$ cat src/rtl/serial_arith_ctrl.sv
`default_nettype none
// ============================================================================
// Module      : serial_arith_ctrl
// Description : Bit-serial W-bit add/subtract/increment unit, LSB first,
//               one full-adder slice per clock, with start/busy/done handshake.
// Revision    : 1.0 - initial release
// ============================================================================
module serial_arith_ctrl #(
    parameter int W = 8
) (
    input  logic         clk,
    input  logic         rst,
    input  logic         start,
    input  logic [1:0]   sel,
    input  logic [W-1:0] a,
    input  logic [W-1:0] b,
    input  logic         ci,
    output logic         busy,
    output logic         done,
    output logic [W-1:0] g,
    output logic         co
);

    localparam int CW = (W > 1) ? $clog2(W) : 1;
    localparam logic [CW-1:0] c_last_bit = CW'(W - 1);

    typedef enum logic [1:0] {
        ST_IDLE = 2'd0,
        ST_RUN  = 2'd1,
        ST_DONE = 2'd2
    } state_t;

    state_t        r_state;
    state_t        w_next;
    logic [W-1:0]  r_a;
    logic [W-1:0]  r_b;
    logic [1:0]    r_sel;
    logic          r_carry;
    logic [CW-1:0] r_cnt;
    logic [W-1:0]  r_sr;

    logic w_abit;
    logic w_bbit;
    logic w_x;
    logic w_y;
    logic w_sum;
    logic w_cout;
    logic w_last;

    // Full-adder slice; sel chooses which operand bits get inverted or zeroed
    always_comb begin
        w_abit = r_a[r_cnt];
        w_bbit = r_b[r_cnt];
        w_x    = (r_sel == 2'b11) ? ~w_abit : w_abit;
        case (r_sel)
            2'b00:   w_y = 1'b0;
            2'b10:   w_y = ~w_bbit;
            default: w_y = w_bbit;
        endcase
        w_sum  = w_x ^ w_y ^ r_carry;
        w_cout = (w_x & w_y) | (w_x & r_carry) | (w_y & r_carry);
        w_last = (r_cnt == c_last_bit);
    end

    always_ff @(posedge clk) begin
        if (rst) begin
            r_state <= ST_IDLE;
        end else begin
            r_state <= w_next;
        end
    end

    always_comb begin
        w_next = r_state;
        busy   = 1'b0;
        done   = 1'b0;
        case (r_state)
            ST_IDLE: begin
                if (start) begin
                    w_next = ST_RUN;
                end
            end
            ST_RUN: begin
                busy = 1'b1;
                if (w_last) begin
                    w_next = ST_DONE;
                end
            end
            ST_DONE: begin
                done   = 1'b1;
                w_next = ST_IDLE;
            end
            default: w_next = ST_IDLE;
        endcase
    end

    always_ff @(posedge clk) begin
        if (rst) begin
            r_a     <= '0;
            r_b     <= '0;
            r_sel   <= 2'b00;
            r_carry <= 1'b0;
            r_cnt   <= '0;
            r_sr    <= '0;
            g       <= '0;
            co      <= 1'b0;
        end else begin
            case (r_state)
                ST_IDLE: begin
                    if (start) begin
                        r_a     <= a;
                        r_b     <= b;
                        r_sel   <= sel;
                        r_carry <= ci;
                        r_cnt   <= '0;
                    end
                end
                ST_RUN: begin
                    r_sr    <= {w_sum, r_sr[W-1:1]};
                    r_carry <= w_cout;
                    // Counter holds on the final bit so it never wraps mid-operation
                    if (w_last) begin
                        g  <= {w_sum, r_sr[W-1:1]};
                        co <= w_cout;
                    end else begin
                        r_cnt <= r_cnt + CW'(1);
                    end
                end
                default: ;
            endcase
        end
    end

endmodule
`default_nettype wire

$ cat config.mk
export PLATFORM = sky130hd
export DESIGN_NAME = serial_arith_ctrl
export DESIGN_NICKNAME = d
export VERILOG_FILES = /design/src/rtl/serial_arith_ctrl.sv
export SDC_FILE = /design/constraint.sdc
export NUM_CORES = 1
export LEC_CHECK = 0
export ABC_CLOCK_PERIOD_IN_PS = 2400
export CORE_UTILIZATION = 32
export CTS_BUF_LIST = sky130_fd_sc_hd__clkbuf_8
export CTS_CLUSTER_DIAMETER = 150
export CTS_CLUSTER_SIZE = 14
export DETAILED_ROUTE_END_ITERATION = 10
export GPL_ROUTABILITY_DRIVEN = 0
export GPL_TIMING_DRIVEN = 0
export PLACE_DENSITY = 0.5
export SLEW_MARGIN = 15
export SYNTH_ARGS = -nofsm -noshare
export SYNTH_HDL_FRONTEND = slang
export SYNTH_SLANG_ARGS = --single-unit
$ cat constraint.sdc
create_clock -name clk -period 2.4 [get_ports clk]
set_input_delay 0.48 -clock clk [delete_from_list [all_inputs] [get_ports clk]]
set_output_delay 0.48 -clock clk [all_outputs]
set_load 0.03 [all_outputs]
# == After elaboration in Yosys (flattened, before gate mapping) ==
# Cells that the tools add are included.
# classes
n_bitwise,9
magnitude_cmp,1
add_sub_neg,1
n_eq_ne,8
reduce_logical,8
muxes,16
# op_table
op,count
2-bit AND reduction,4
1-bit binary-select mux with 3-bit select,2
"2-bit equality test, second input constant",3
1-bit 2-to-1 mux,6
3-bit 2-to-1 mux,2
"2-bit != test, second input constant",3
3-bit one-hot mux with 2 select lines,1
2-bit logical NOT,2
"3-bit by 4-bit < comparator with 1-bit output, second input constant",1
2-bit 2-to-1 mux,2
1-bit one-hot mux with 2 select lines,2
2-bit one-hot mux with 2 select lines,1
"3-bit by 1-bit adder with 3-bit output, second input constant",1
1-bit AND,3
"3-bit equality test, second input constant",1
3-bit AND reduction,1
"2-bit by 1-bit equality test with 1-bit output, second input constant",1
1-bit inverter,2
1-bit OR,2
2-bit nonzero test,1
1-bit bitwise XOR,2
# totals
elab_cells,52
output_inout_bits,11
regBits,41

# == Longest topological paths before layout ==
# Gate-level depths: netlist of run 1.
# logic_depth
word_depth,8
mapped_depth,7
depth_no_buf,6

# == Least setup slack after synthesis of run 1 ==
# Ideal clock, no wire load.
# synth_path
path_type,reg-to-reg
startpoint,register r_cnt[0]
endpoint,register r_carry
required_ns,2.342
path_slack_ns,0.346
setup_time_ns,0.058
path_buffers,1
t_arrival_ns,1.996
stages_incl_launch_ff,8
path_cell_list,dfxtp_1 buf_6 mux4_2 mux2i_1 xnor2_1 fa_1 a221oi_1 o21a_1
# synth_via
elab_chain_len,8
word_cells_on_any_way,14
cone_classes,7 x mux; 7 x bitwise
# synth_rtl
element,line,text
from (decl),39,logic [CW-1:0] r_cnt;
from (signal assigned),126,r_cnt <= r_cnt + CW'(1);
1-bit binary-select mux with 3-bit select (on tied branches),"53, 52",
1-bit 2-to-1 mux (on tied branches),"53, 52",
1-bit inverter (on tied branches),"57, 54",
1-bit one-hot mux with 2 select lines or 1-bit 2-to-1 mux (tied branches),"55, 54",
1-bit AND,61,w_cout = (w_x & w_y) | (w_x & r_carry) | (w_y & r_carry);
1-bit OR,61,
1-bit OR *,61,
1-bit one-hot mux with 2 select lines *,108,case (r_state)
to (signal assigned),114,r_carry <= ci;
to (signal assigned),120,r_carry <= w_cout;
to (decl),38,logic r_carry;
# Mark *: on every way between the ends. The rest lies on a longest branch, timed or not. The select of a mux whose other input is x is not followed.
# A chain may end at the register's enable or synchronous reset.

# == Final worst setup path of run 1 ==
# Ends and elaborated chain as after synthesis.

==> run metrics, run 1 <==
internal power=0.001074 W; Psw=0.0003319 W; row count=25; post-synthesis sequential area ratio=0.4867; R2R cell count=7; Post-route DRC=0; Detailed Route WL=about 3.8 mm; sequential fraction of design power=0.501; status=finished clean; port bufs=31; H-Tree Depth=2; final std cells w/o fill=298; kind of start point of the critical path=flop; Clock Skews=between 0.009 and 0.01 ns; largest cells by area after synthesis=dfxtp_1, nand2_1, a21oi_1, mux2i_1, mux4_2; CTS root buffer=clkbuf_8; gr ovfl total=0; Worst Hold Path EP=r_a[6]; Detail Route Antenna Nets=0; Final nets=about 260; fmax=approximately 440 MHz; Clock Pin Slew Worst Setup and Hold Paths=about 0.080 ns; Num CTS Buffers=5; max-cap violations=0; Final Hold Vio Count=0; Slew headroom=0.6120; Clock Path Buffers=2; Syn Nets=roughly 220; maximum net fanout on the critical path=8; clock network fraction of total power=0.382; post-synthesis instance total=192; Synth area leader=dfxtp_1; Post-Syn Area per Cell=about 8.6 sq um; Crit Path Class=reg2reg; Placeable Area=4848 sq um; Slew Viols, Final=0; fin crit share=0.9384; area of the die=between 5000 and 6000 sq um; overall power=between 0.001 and 0.0015 W; Iteration-0 DRC Markers=53; initial antenna violation count=0; sw frac=0.2361; layout cells sized above 1=0.09957; final setup fails=0; worst skew pair latency=0.29 ns; CTS Sinks=40; Yosys top cell area share=0.4867; Vias=about 1300; Critical Path RT=2.65 ns; drt pass-1 iters=4; critical path data arrival time=approximately 2.5 ns; Initial Util=0.3394; n_diodes=0; Distinct cells, synth=28; Die Ht=between 70 and 80 um; largest net degree at the start of global routing=13; Warnings, synthesis=0; Worst Setup End Kind=flop; HP Class=reg2reg; Peak VDD IR=around 220 uV; wire per inst=between 10 and 15 um; Hold Crit Depth=2; CTS tree=built; # fillers=475; leakage=a little under 0.8 nW; Die X=around 74 um; Tightest Pin Transition=just under 0.6 ns; R2R Path Start=r_cnt[0]; setup TNS=0 ns; worst r2r dst=r_carry; Vias/cell=4.523; Reg2Reg Setup Slack=0.15 ns; Comb power frac=0.117; GRT Total Usage=0.1559; Top Ports=33; Final WS setup=roughly 0.15 ns; Setup Buffers After CTS=0; Netlist Area Pre-Place=1645 sq um; hpwl dp=2.694 mm; register bit total from synthesis=40; first-pass GRT wire length=around 6 mm; vias in the first global route=~1300; synthesis-to-layout area growth=31.10%; Power Density=between 600 and 700 nW/um^2; HP Start=r_a[6]; Tmin final=2.252 ns; Setup Slack @ Placement=between 0.04 and 0.05 ns; RSZ-0062 raised after global routing=no; cell count after placement=between 200 and 300
[placed cells by master, fill, tap and decap left out, types with 2 or more instances in the layout]
cell,n
clkdlybuf4s50_1,30
buf_4,2
dfxtp_1,39
nor2b_1,2
mux2i_1,5
buf_2,5
nor2_1,6
mux4_2,2
nand2_1,65
a211oi_1,3
ha_1,2
clkbuf_8,5
nand2b_1,2
a21oi_1,36
nand3_1,3
clkbuf_1,4
inv_1,2
[cells in the mapped netlist]
cell type / n
ha_1: 2
inv_2: 1
dfxtp_1: 40
a21oi_1: 36
and3b_1: 1
or3b_1: 1
nand3b_1: 1
o21a_1: 1
buf_4: 2
a211oi_1: 3
clkbuf_1: 4
nor3b_4: 1
fa_1: 1
xnor2_1: 1
inv_1: 1
nand3_1: 3
a221oi_1: 1
buf_6: 1
nor3b_1: 1
mux4_1: 1
nor2b_1: 2
nor2_1: 6
or3b_2: 1
mux4_2: 2
nand2b_1: 2
buf_2: 5
mux2i_1: 6
nand2_1: 65
[sequential cells by signal, summed over array words and instances (netlist names)]
signal   count
co           1
g            8
r_a          8
r_b          8
r_carry      1
r_cnt        3
r_sel        2
r_sr         7
r_state      2
[layout make-up]
cell class / count / area [sq um] / area share
plain buffers: 12 / 66.31 / 0.03074
clock buffers: 5 / 68.82 / 0.03190
clock inverters: 3 / 38.79 / 0.01798
inverters: 2 / 7.507 / 0.003480
multi-input cells: 138 / 780.7 / 0.3619
flip-flops and latches: 40 / 802.0 / 0.3718
well taps: 67 / 83.83 / 0.03886
repair buffers: 31 / 309.0 / 0.1433
[power by group through the flow]
stage	combinational, W	clock [W]	sequential, W
finish	0.000165	0.000537	0.000704
global route	0.000181	0.000574	0.000707
CTS	0.000164	0.000552	0.000704
detailed placement	0.000163	0	0.000719
global placement	0.000159	0	0.000718
floorplan	0.000101	0	0.000715
[through the flow]
stage	area [sq um]	util	hold slack, ns
floorplan	1645	-	0.4315
global placement	2039	0.4206	0.4421
detailed placement	2039	0.4206	0.4465
CTS	2146	0.4426	0.4580
global route	2157	0.4449	0.4798
finish	2157	0.4449	0.4579
[worst max path at each step]
stage | endpoint | slack, ns | start
finish | r_carry | 0.15 | r_cnt[0]
global placement | r_carry | 0.09 | r_cnt[1]
CTS | r_carry | 0.03 | r_cnt[1]
floorplan | r_carry | 0.35 | r_cnt[0]
detailed placement | r_carry | 0.04 | r_cnt[1]
global route | r_carry | 0.007 | r_cnt[0]
[what timing repair did]
action,CTS,global route
hold buffers,0,0
resized for setup,1,3
setup endpoints to repair,1,1
[cells by family after synthesis]
logic type,share of synthesized area
AND/OR/NAND/NOR,0.2228
AO/OA/AOI/OAI,0.1331
flip-flops,0.4867
buffers and inverters,0.04485
multiplexers,0.07985
adder cells (fa/ha/maj),0.02737
XOR/XNOR,0.005324
[routing by layer]
layer | wire length (um) | track usage
met5 | 0 | 0
met4 | 50 | 0.07051
met3 | 183 | 0.04115
met2 | 1681 | 0.2497
met1 | 1842 | 0.1958
[critical path: stages (launching register included)]
cell and delay, ns:
dfxtp_1 0.35, buf_6 0.16, mux4_2 0.52, mux2i_2 0.21, xnor2_1 0.12, fa_1 0.45, a221oi_2 0.25, o21a_1 0.14
(Power assumes the default switching activity.)
==> run 2: changes to the inputs <==
--- a/config.mk
+++ b/config.mk
@@ -6,6 +6,7 @@
 export NUM_CORES = 1
 export LEC_CHECK = 0
 export ABC_CLOCK_PERIOD_IN_PS = 2400
+export CAP_MARGIN = 5
 export CORE_UTILIZATION = 32
 export CTS_BUF_LIST = sky130_fd_sc_hd__clkbuf_8
 export CTS_CLUSTER_DIAMETER = 150
==> results of run 2 <==
Final layout, timing and power as in run 1 (identical DEF).
